File: config.mk
export PLATFORM = sky130hd
export DESIGN_NAME = mulalu
export DESIGN_NICKNAME = d
export VERILOG_FILES = /design/src/rtl/mulalu_pkg.sv /design/src/rtl/mulalu_div.sv /design/src/rtl/mulalu.sv
export SDC_FILE = /design/constraint.sdc
export NUM_CORES = 1
export LEC_CHECK = 0
export CAP_MARGIN = 25
export CORE_MARGIN = 3
export CORE_UTILIZATION = 40
export DETAILED_ROUTE_END_ITERATION = 7
export SLEW_MARGIN = 30
export SYNTH_ARGS = -nofsm -noshare
export SYNTH_HDL_FRONTEND = slang
export SYNTH_HIERARCHICAL = 1
export SYNTH_SLANG_ARGS = --single-unit
File: constraint.sdc
create_clock -name clk -period 3.5 [get_ports clk]
set_input_delay 0.7 -clock clk [delete_from_list [all_inputs] [get_ports clk]]
set_output_delay 0.7 -clock clk [all_outputs]
set_load 0.01 [all_outputs]
File: src/rtl/mulalu_pkg.sv
// Shared definitions for the iterative multiply/divide unit.
package mulalu_pkg;

    localparam int unsigned W_FUNC = 5;
    localparam int unsigned W_DATA = 32;
    localparam int unsigned W_CNT  = 6;

    localparam logic [W_FUNC-1:0] FUNC_NOP = 5'b00000;
    localparam logic [W_FUNC-1:0] FUNC_MUL = 5'b11000;
    localparam logic [W_FUNC-1:0] FUNC_DIV = 5'b11010;

    typedef enum logic [1:0] {
        IDLE = 2'd0,
        MUL  = 2'd1,
        DIV  = 2'd2,
        DONE = 2'd3
    } state_e;

    // Absolute value of a two's-complement operand when signed, else pass-through.
    function automatic logic [W_DATA-1:0] magnitude(input logic [W_DATA-1:0] x,
                                                    input logic             is_signed);
        return (is_signed && x[W_DATA-1]) ? W_DATA'(~x + 1'b1) : x;
    endfunction

endpackage

File: src/rtl/mulalu_div.sv
// Radix-2 restoring divider on magnitudes with sign fix-up and divide-by-zero result.
module mulalu_div
    import mulalu_pkg::*;
(
    input  logic              clk,
    input  logic              rst_n,
    input  logic              load,
    input  logic              step,
    input  logic [W_DATA-1:0] dividend,
    input  logic [W_DATA-1:0] divisor,
    input  logic              is_signed,
    output logic [W_DATA-1:0] quotient,
    output logic [W_DATA-1:0] remainder
);

    logic [W_DATA-1:0] rem_q, rem_d;
    logic [W_DATA-1:0] quo_q, quo_d;
    logic [W_DATA-1:0] dvsr_q, dvsr_d;
    logic [W_DATA-1:0] a_q, a_d;
    logic              qneg_q, qneg_d;
    logic              rneg_q, rneg_d;
    logic              dz_q, dz_d;

    logic [W_DATA:0]   shifted;
    logic [W_DATA:0]   diff;

    always_ff @(posedge clk or negedge rst_n) begin
        if (!rst_n) begin
            rem_q  <= '0;
            quo_q  <= '0;
            dvsr_q <= '0;
            a_q    <= '0;
            qneg_q <= 1'b0;
            rneg_q <= 1'b0;
            dz_q   <= 1'b0;
        end else begin
            rem_q  <= rem_d;
            quo_q  <= quo_d;
            dvsr_q <= dvsr_d;
            a_q    <= a_d;
            qneg_q <= qneg_d;
            rneg_q <= rneg_d;
            dz_q   <= dz_d;
        end
    end

    // The dividend sits in quo_q and shifts out MSB-first as quotient bits shift in.
    always_comb begin
        rem_d   = rem_q;
        quo_d   = quo_q;
        dvsr_d  = dvsr_q;
        a_d     = a_q;
        qneg_d  = qneg_q;
        rneg_d  = rneg_q;
        dz_d    = dz_q;
        shifted = {rem_q, quo_q[W_DATA-1]};
        diff    = shifted - {1'b0, dvsr_q};
        if (load) begin
            rem_d  = '0;
            quo_d  = magnitude(dividend, is_signed);
            dvsr_d = magnitude(divisor, is_signed);
            a_d    = dividend;
            qneg_d = is_signed && (dividend[W_DATA-1] ^ divisor[W_DATA-1]);
            rneg_d = is_signed && dividend[W_DATA-1];
            dz_d   = (divisor == '0);
        end else if (step) begin
            if (!diff[W_DATA]) begin
                rem_d = diff[W_DATA-1:0];
                quo_d = {quo_q[W_DATA-2:0], 1'b1};
            end else begin
                rem_d = shifted[W_DATA-1:0];
                quo_d = {quo_q[W_DATA-2:0], 1'b0};
            end
        end
    end

    always_comb begin
        if (dz_q) begin
            quotient  = '1;
            remainder = a_q;
        end else begin
            quotient  = qneg_q ? W_DATA'(~quo_q + 1'b1) : quo_q;
            remainder = rneg_q ? W_DATA'(~rem_q + 1'b1) : rem_q;
        end
    end

endmodule

File: src/rtl/mulalu.sv
// Iterative 32-bit multiply/divide unit writing HI/LO, 33-cycle latency per operation.
module mulalu
    import mulalu_pkg::*;
(
    input  logic              clk,
    input  logic              rst_n,
    input  logic [W_FUNC-1:0] func,
    input  logic              sign,
    input  logic [W_DATA-1:0] source_a,
    input  logic [W_DATA-1:0] source_b,
    input  logic              flush,
    output logic              busy,
    output logic              done,
    output logic [W_DATA-1:0] hi_result,
    output logic [W_DATA-1:0] lo_result
);

    state_e              state_q, state_d;
    logic [W_CNT-1:0]    cnt_q, cnt_d;
    logic [2*W_DATA-1:0] prod_q, prod_d;
    logic [W_DATA-1:0]   mcand_q, mcand_d;
    logic                mneg_q, mneg_d;
    logic                is_div_q, is_div_d;
    logic [W_DATA-1:0]   hi_q, hi_d;
    logic [W_DATA-1:0]   lo_q, lo_d;

    logic                start_c;
    logic [W_DATA:0]     sum_c;
    logic [2*W_DATA-1:0] prod_fix_c;
    logic [W_DATA-1:0]   div_quo_c;
    logic [W_DATA-1:0]   div_rem_c;
    logic [W_DATA-1:0]   res_hi_c;
    logic [W_DATA-1:0]   res_lo_c;

    assign start_c = (state_q == IDLE) && !flush &&
                     ((func == FUNC_MUL) || (func == FUNC_DIV));

    mulalu_div u_div (
        .clk       (clk),
        .rst_n     (rst_n),
        .load      (start_c && (func == FUNC_DIV)),
        .step      ((state_q == DIV) && !flush),
        .dividend  (source_a),
        .divisor   (source_b),
        .is_signed (sign),
        .quotient  (div_quo_c),
        .remainder (div_rem_c)
    );

    always_ff @(posedge clk or negedge rst_n) begin
        if (!rst_n) begin
            state_q  <= IDLE;
            cnt_q    <= '0;
            prod_q   <= '0;
            mcand_q  <= '0;
            mneg_q   <= 1'b0;
            is_div_q <= 1'b0;
            hi_q     <= '0;
            lo_q     <= '0;
        end else begin
            state_q  <= state_d;
            cnt_q    <= cnt_d;
            prod_q   <= prod_d;
            mcand_q  <= mcand_d;
            mneg_q   <= mneg_d;
            is_div_q <= is_div_d;
            hi_q     <= hi_d;
            lo_q     <= lo_d;
        end
    end

    always_comb begin
        prod_fix_c = mneg_q ? (2*W_DATA)'(~prod_q + 1'b1) : prod_q;
        if (is_div_q) begin
            res_hi_c = div_rem_c;
            res_lo_c = div_quo_c;
        end else begin
            res_hi_c = prod_fix_c[2*W_DATA-1:W_DATA];
            res_lo_c = prod_fix_c[W_DATA-1:0];
        end
    end

    // Next-state and datapath; the product register holds {partial, multiplier}.
    always_comb begin
        state_d  = state_q;
        cnt_d    = cnt_q;
        prod_d   = prod_q;
        mcand_d  = mcand_q;
        mneg_d   = mneg_q;
        is_div_d = is_div_q;
        hi_d     = hi_q;
        lo_d     = lo_q;
        sum_c    = {1'b0, prod_q[2*W_DATA-1:W_DATA]} +
                   {1'b0, (prod_q[0] ? mcand_q : {W_DATA{1'b0}})};
        unique case (state_q)
            IDLE: begin
                if (start_c) begin
                    cnt_d    = '0;
                    is_div_d = (func == FUNC_DIV);
                    state_d  = (func == FUNC_DIV) ? DIV : MUL;
                    if (func == FUNC_MUL) begin
                        prod_d  = {{W_DATA{1'b0}}, magnitude(source_a, sign)};
                        mcand_d = magnitude(source_b, sign);
                        mneg_d  = sign && (source_a[W_DATA-1] ^ source_b[W_DATA-1]);
                    end
                end
            end
            MUL: begin
                if (flush) begin
                    state_d = IDLE;
                end else begin
                    prod_d = {sum_c, prod_q[W_DATA-1:1]};
                    cnt_d  = cnt_q + 1'b1;
                    if (cnt_q == W_CNT'(W_DATA - 1)) state_d = DONE;
                end
            end
            DIV: begin
                if (flush) begin
                    state_d = IDLE;
                end else begin
                    cnt_d = cnt_q + 1'b1;
                    if (cnt_q == W_CNT'(W_DATA - 1)) state_d = DONE;
                end
            end
            DONE: begin
                state_d = IDLE;
                if (!flush) begin
                    hi_d = res_hi_c;
                    lo_d = res_lo_c;
                end
            end
            default: state_d = IDLE;
        endcase
    end

    // Fresh results are presented in the done cycle itself and latched at its end.
    assign done      = (state_q == DONE) && !flush;
    assign busy      = rst_n && (start_c || (state_q == MUL) || (state_q == DIV));
    assign hi_result = done ? res_hi_c : hi_q;
    assign lo_result = done ? res_lo_c : lo_q;

endmodule

# ---- Word level (Yosys, flattened, before mapping)
# Index checks and enable logic that the tools add are counted.
dict set report word_totals {
  reg_bits 301
  inputBits 73
}
dict set report op_classes {
  n_reduce_logical 25
  eq_ne 11
  add_sub_neg 8
  muxes 30
  bitwise_logic 7
}
# op count
set op_table {}
lappend op_table {{32-bit two-way mux} 16}
lappend op_table {{64-bit two-way mux} 4}
lappend op_table {{32-bit by 1-bit adder with 32-bit output, second input constant} 4}
lappend op_table {{32-bit NOT} 4}
lappend op_table {{64-bit one-hot mux with 2 select lines} 1}
lappend op_table {{64-bit by 1-bit adder with 64-bit output, second input constant} 1}
lappend op_table {{64-bit NOT} 1}
lappend op_table {{32-bit by 32-bit adder with 33-bit output} 1}
lappend op_table {{33-bit by 32-bit subtractor with 33-bit output} 1}
lappend op_table {{32-bit zero test} 1}
lappend op_table {{6-bit two-way mux} 2}
lappend op_table {{6-bit one-hot mux with 2 select lines} 1}
lappend op_table {{5-bit == test, second input constant} 2}
lappend op_table {{1-bit logical AND} 9}
lappend op_table {{2-bit two-way mux} 4}
lappend op_table {{6-bit by 1-bit adder with 6-bit output, second input constant} 1}
lappend op_table {{6-bit by 5-bit == test with 1-bit output, second input constant} 1}
lappend op_table {{2-bit != test, second input constant} 3}
lappend op_table {{2-bit one-hot mux with 3 select lines} 1}
lappend op_table {{2-bit AND reduction} 3}
lappend op_table {{3-bit AND reduction} 2}
lappend op_table {{2-bit nonzero test} 3}
lappend op_table {{2-bit == test, second input constant} 2}
lappend op_table {{4-bit AND reduction} 1}
lappend op_table {{10 further kinds} 12}

# ---- Longest topological paths before layout
dict set report depth {
  word_depth 6
  depth_mapped 15
  depth_no_buf 15
}

# ---- Hierarchy
# The synthesis kept the hierarchy.
# module seq_area_each_um2 instances area_each_um2 cells_each
set modules_own_cells {}
lappend modules_own_cells {mulalu 4254.1 1 12094.1 1484}
lappend modules_own_cells {mulalu_div 3278.1 1 10202.3 1257}

# ---- Worst setup path after synthesis
# Ideal clock, no wire load.
dict set report synth_timing {
  path_type {reg2out}
  from {register u_div.rem_q[10]}
  to {output port hi_result[30]}
  path_stages_with_launch 14
  required_ps 2800
  arrival_ps 3042
  n_path_buf 0
  setup_slack_ps -242
  cell_sequence {dfrtp_1 > or4_4 > nor4_4 > and2b_1 > nand2_1 > or4_1 > or3_4 > o31ai_4 > o21ai_0 > xnor2_1 > o21ai_0 > and3_1 > a21oi_1 > o21ai_0}
}
dict set report synth_between {
  elab_chain_len 6
}
# element line_no
set synth_rtl {}
lappend synth_rtl {{start: declaration} mulalu_div.sv:16} ;# logic [W_DATA-1:0] rem_q, rem_d;
lappend synth_rtl {{start signal: assignment} mulalu_div.sv:37} ;# rem_q <= rem_d;
lappend synth_rtl {{32-bit NOT} mulalu_div.sv:83} ;# remainder = rneg_q ? W_DATA'(~rem_q + 1'b1) : rem_q;
lappend synth_rtl {{32-bit by 1-bit adder with 32-bit output} mulalu_div.sv:83}
lappend synth_rtl {{32-bit two-way mux} mulalu_div.sv:83}
lappend synth_rtl {{32-bit two-way mux} mulalu_div.sv:78} ;# if (dz_q) begin
lappend synth_rtl {{net div_rem_c[30]} mulalu.sv:31} ;# logic [W_DATA-1:0] div_rem_c;
lappend synth_rtl {{32-bit two-way mux} mulalu.sv:74} ;# if (is_div_q) begin
lappend synth_rtl {{32-bit two-way mux} mulalu.sv:139} ;# assign hi_result = done ? res_hi_c : hi_q;
lappend synth_rtl {{end: declaration} mulalu.sv:14} ;# output logic [W_DATA-1:0] hi_result,
# The timed path passes the listed nets, and every way through them passes these cells.

# ---- Final worst setup path
dict set report layout_timing {
  from {register u_div.rem_q[7]}
  to {output port hi_result[28]}
}
# The elaborated chain is that of the path after synthesis.

==> impl_metrics.prom <==
# TYPE chip_impl_metric gauge
chip_impl_metric{name="vias",unit=""} 22800
chip_impl_metric{name="max_slew_margin",unit=""} 0.447
chip_impl_metric{name="holdPathStages",unit=""} 2
chip_impl_metric{name="flop_pwr_share",unit=""} 0.230
chip_impl_metric{name="grt_first_pass_wirelength",unit="µm"} 129000
chip_impl_metric{name="static-leakage-power",unit="nW"} 13.2
chip_impl_metric{name="numPortBuffers",unit=""} 138
chip_impl_info{name="synth_most_common_cell",value="nand2_1"} 1
chip_impl_metric{name="drc_errors",unit=""} 0
chip_impl_metric{name="netSwitchingPower",unit="mW"} 10.7
chip_impl_metric{name="pwr-share-comb",unit=""} 0.607
chip_impl_info{name="startpoint_type",value="register"} 1
chip_impl_metric{name="timing.setup.tns",unit="ps"} -28110
chip_impl_metric{name="critPathArrivalTime",unit="ps"} 3910
chip_impl_metric{name="placeableCoreArea",unit="µm²"} 54500
chip_impl_metric{name="synth.cell_area",unit="µm²"} 22300
chip_impl_metric{name="number_of_antenna_violations_at_the_first_check_in_global_routing",unit=""} 1
chip_impl_metric{name="holdWs",unit="ps"} 464
chip_impl_metric{name="worst_tran_pin_value",unit="ps"} 830
chip_impl_metric{name="finalWorstPathRequiredPeriod",unit="ps"} 4610
chip_impl_metric{name="hold_viol_final",unit=""} 0
chip_impl_metric{name="first_global_vias",unit=""} 22600
chip_impl_metric{name="grt-ovfl-total",unit=""} 0
chip_impl_metric{name="switching_share",unit=""} 0.439
chip_impl_info{name="worst_hold_path_type",value="reg2reg"} 1
chip_impl_metric{name="synth-seq-area-share",unit=""} 0.338
chip_impl_metric{name="final_layout_size_suffix_gt1_frac",unit=""} 0.250
chip_impl_metric{name="report.power.total",unit="mW"} 24.3
chip_impl_metric{name="power.clock.fraction",unit=""} 0.163
chip_impl_metric{name="chipWidth",unit="µm"} 242
chip_impl_metric{name="grt_max_degree",unit=""} 142
chip_impl_info{name="ys_dominant_reg_cell",value="dfrtp_1"} 1
chip_impl_metric{name="totalWireLength",unit="µm"} 83600
chip_impl_metric{name="synthCells",unit=""} 2741
chip_impl_metric{name="route.antenna.remaining_nets",unit=""} 0
chip_impl_metric{name="critical_path_required",unit="ps"} 2800
chip_impl_info{name="status",value="finished, violations left"} 1
chip_impl_info{name="synth.area.top_cells",value="dfrtp_1 (34%), o21ai_0 (6.6%), xor2_1 (6.4%)"} 1
chip_impl_metric{name="die_height",unit="µm"} 242
chip_impl_metric{name="post_synth.cell_area_avg",unit="µm²"} 8.13
chip_impl_info{name="rsz_0062_raised_after_global_routing",value="true"} 1
chip_impl_metric{name="final.period_utilization",unit=""} 1.32
chip_impl_metric{name="drt-wirelength-per-cell",unit="µm"} 21.1
chip_impl_metric{name="place_inst",unit=""} 3846
chip_impl_metric{name="ys_warn_count",unit=""} 6
chip_impl_metric{name="top_level_ports",unit=""} 139
chip_impl_metric{name="final_critical_path_setup_slack",unit="ps"} -1110
chip_impl_metric{name="synthToLayoutAreaGrowth",unit="%"} 34.2
chip_impl_metric{name="r2r_setup_slack",unit="ps"} 110
chip_impl_metric{name="rows",unit=""} 85
chip_impl_metric{name="clk_pin_slew_worst_paths",unit="ps"} 50
chip_impl_info{name="timing.setup.critical_path_class",value="reg2out"} 1
chip_impl_metric{name="clk_latency",unit="ps"} 570
chip_impl_info{name="failed_checks",value="setup timing"} 1
chip_impl_info{name="synth_commonest_cells",value="nand2_1 (353), dfrtp_1 (301), o21ai_0 (296), nor2_1 (231), a21oi_1 (228)"} 1
chip_impl_metric{name="cellInternalPower",unit="mW"} 13.6
chip_impl_metric{name="synth.ff_latch_count",unit=""} 301
chip_impl_metric{name="fillers",unit=""} 5123
chip_impl_metric{name="htreeDepth",unit=""} 2
chip_impl_metric{name="path_max_fanout",unit=""} 2
chip_impl_metric{name="max-clock-path-buffers",unit=""} 3
chip_impl_metric{name="grtUsageTotal",unit=""} 0.276
chip_impl_metric{name="synth_largest_type_area_fraction",unit=""} 0.338
chip_impl_metric{name="synth_enable_flop_cells",unit=""} 0
chip_impl_metric{name="worst-r2r-cell-count",unit=""} 14
chip_impl_metric{name="synth_async_sr_flop_share",unit=""} 1.00
chip_impl_info{name="hold_end",value="lo_q[29]"} 1
chip_impl_info{name="critical_path.endpoint_type",value="output port"} 1
chip_impl_metric{name="pwr_density_cell",unit="nW/µm²"} 813
chip_impl_info{name="regToRegEndpoint",value="u_div/rem_q[8]"} 1
chip_impl_metric{name="mappedNetlistNets",unit=""} 2893
chip_impl_metric{name="floorplan.initialDensity",unit=""} 0.409
chip_impl_metric{name="yosysUniqueCellTypes",unit=""} 85
chip_impl_info{name="critical_path.reg2reg.startpoint",value="u_div/quo_q[31]"} 1
chip_impl_metric{name="place_hpwl",unit="µm"} 63100
chip_impl_info{name="hold_path.startpoint",value="lo_q[29]"} 1
chip_impl_metric{name="dieArea",unit="µm²"} 58600
chip_impl_metric{name="numCtsBuffers",unit=""} 38
chip_impl_metric{name="maxSlewViolCount",unit=""} 0
chip_impl_metric{name="max-cap-violations",unit=""} 0
chip_impl_metric{name="finalSetupViolations",unit=""} 52
chip_impl_metric{name="layout.nets",unit=""} 3352
chip_impl_metric{name="clock-sinks",unit=""} 301
chip_impl_metric{name="drt_pass1_iterations",unit=""} 6
chip_impl_info{name="clockRootBuffer",value="clkbuf_16"} 1
chip_impl_metric{name="fmaxAchievable",unit="MHz"} 217
chip_impl_metric{name="cell_count_final_fillers_out",unit=""} 3966
chip_impl_metric{name="detail_route.iter0.violations",unit=""} 1801
chip_impl_metric{name="finClkSkew",unit="ps"} 18.0
chip_impl_info{name="cts_tree",value="built"} 1
chip_impl_info{name="crit_start",value="u_div/rem_q[7]"} 1
chip_impl_info{name="netlist.top_cell.by_area",value="dfrtp_1"} 1
chip_impl_metric{name="peakVddDrop",unit="V"} 0.000587
chip_impl_metric{name="gpl.final_weighted_congestion",unit=""} 0.980
chip_impl_metric{name="vias_per_cell",unit=""} 5.76
cell usage in the layout (no fill, tap or decap), types with 17 or more instances in the layout:
| cell type | n |
|---|---|
| xnor2_1 | 111 |
| or3_1 | 26 |
| buf_6 | 35 |
| nor4_1 | 23 |
| nor3_1 | 42 |
| a21oi_1 | 199 |
| buf_4 | 387 |
| buf_12 | 17 |
| and3_1 | 26 |
| clkbuf_16 | 42 |
| nand3_1 | 37 |
| o31ai_1 | 38 |
| nand2_1 | 340 |
| and2_1 | 37 |
| mux2i_1 | 58 |
| inv_1 | 83 |
| xor2_1 | 153 |
| o21ai_2 | 35 |
| ha_1 | 74 |
| a31oi_1 | 19 |
| dfrtp_1 | 297 |
| buf_2 | 47 |
| o21ai_0 | 216 |
| nand2b_1 | 26 |
| a21oi_2 | 28 |
| a211oi_1 | 24 |
| nor2_1 | 226 |
| mux2_2 | 31 |
| a21o_1 | 22 |
| clkdlybuf4s50_1 | 75 |
| o21ai_1 | 48 |
cell families (layout without fill, tap and decap cells):
kind of cell | Yosys count | in the layout | synth area share
compound gates | 811 | 811 | 0.221
xor+xnor | 282 | 282 | 0.111
fa+ha+maj | 79 | 79 | 0.0450
buf+inv | 243 | 727 | 0.0415
flops | 301 | 301 | 0.338
mux | 93 | 93 | 0.0435
other cells | 0 | 2 | 0
simple gates | 932 | 932 | 0.200
state kept, by name, indices dropped and copies added, names as in the netlist, 6 cells and up:
register / count
cnt_q: 6
hi_q: 32
lo_q: 32
mcand_q: 32
prod_q: 64
u_div/a_q: 32
u_div/dvsr_q: 32
u_div/quo_q: 32
u_div/rem_q: 32
layout make-up:
class / count / area [µm²] / share of cell area
diodes: 2 / 5.00 / 0.000167
clock buffers: 59 / 1170 / 0.0392
clock inverters: 6 / 57.6 / 0.00192
inverters: 85 / 323 / 0.0108
multi-input cells: 2197 / 15100 / 0.504
flip-flops and latches: 301 / 7540 / 0.252
well taps: 739 / 925 / 0.0309
repair buffers: 577 / 4810 / 0.161
critical path, cell delays in order, from the launching register on:
cell and delay (ps):
dfrtp_1 370, or4_4 560, nor4_4 190, and2b_1 210, nand2_2 90, or4_4 440, or3_4 380, buf_6 130
nand2b_4 150, o31ai_4 190, xor2_1 170, o21ai_1 70, a21oi_1 160, o22ai_2 90, buf_2 150
power groups by stage:
stage / logic (mW) / registers (mW) / clock network [mW]
5_1_grt: 16.1 / 5.73 / 4.18
2_1_floorplan: 7.40 / 5.67 / 0
3_5_place_dp: 13.5 / 5.57 / 0
6_report: 14.8 / 5.60 / 3.97
3_3_place_gp: 13.3 / 5.52 / 0
4_1_cts: 13.9 / 5.56 / 4.04
metrics by stage:
stage                util  setup WS [ps]  area, µm²
floorplan               -           -176      22300
global placement    0.499           -995      27200
detailed placement  0.499          -1030      27200
CTS                 0.537          -1240      29200
global route        0.549          -1250      29900
finish              0.550          -1110      29900
timing repair:
item | CTS | global route
cloned | 0 | 1
hold endpoints to repair | 22 | 0
endpoints found under the setup margin | 79 | 91
gates resized for setup | 418 | 145
hold buffers | 1 | 0
setup buffers | 28 | 28
pin swaps | 79 | 98
how the worst max path moves through the flow:
stage,to,slack [ps],depth (start not counted)
6_report,hi_result[28],-1110,14
5_1_grt,hi_result[28],-1250,14
4_1_cts,hi_result[30],-1240,14
3_5_place_dp,hi_result[31],-1030,14
3_3_place_gp,hi_result[31],-990,14
2_1_floorplan,hi_result[30],-180,13
routing by layer:
metal | part of all wire | GRT usage | vias up | routed length [µm]
li1 | - | - | 10700 | -
met1 | 0.42 | 0.359 | 11100 | 35400
met2 | 0.46 | 0.452 | 891 | 38600
met3 | 0.065 | 0.0379 | 177 | 5450
met4 | 0.050 | 0.134 | 0 | 4190
met5 | 0 | 0 | - | 0
Power figures use the tool's default switching activity.
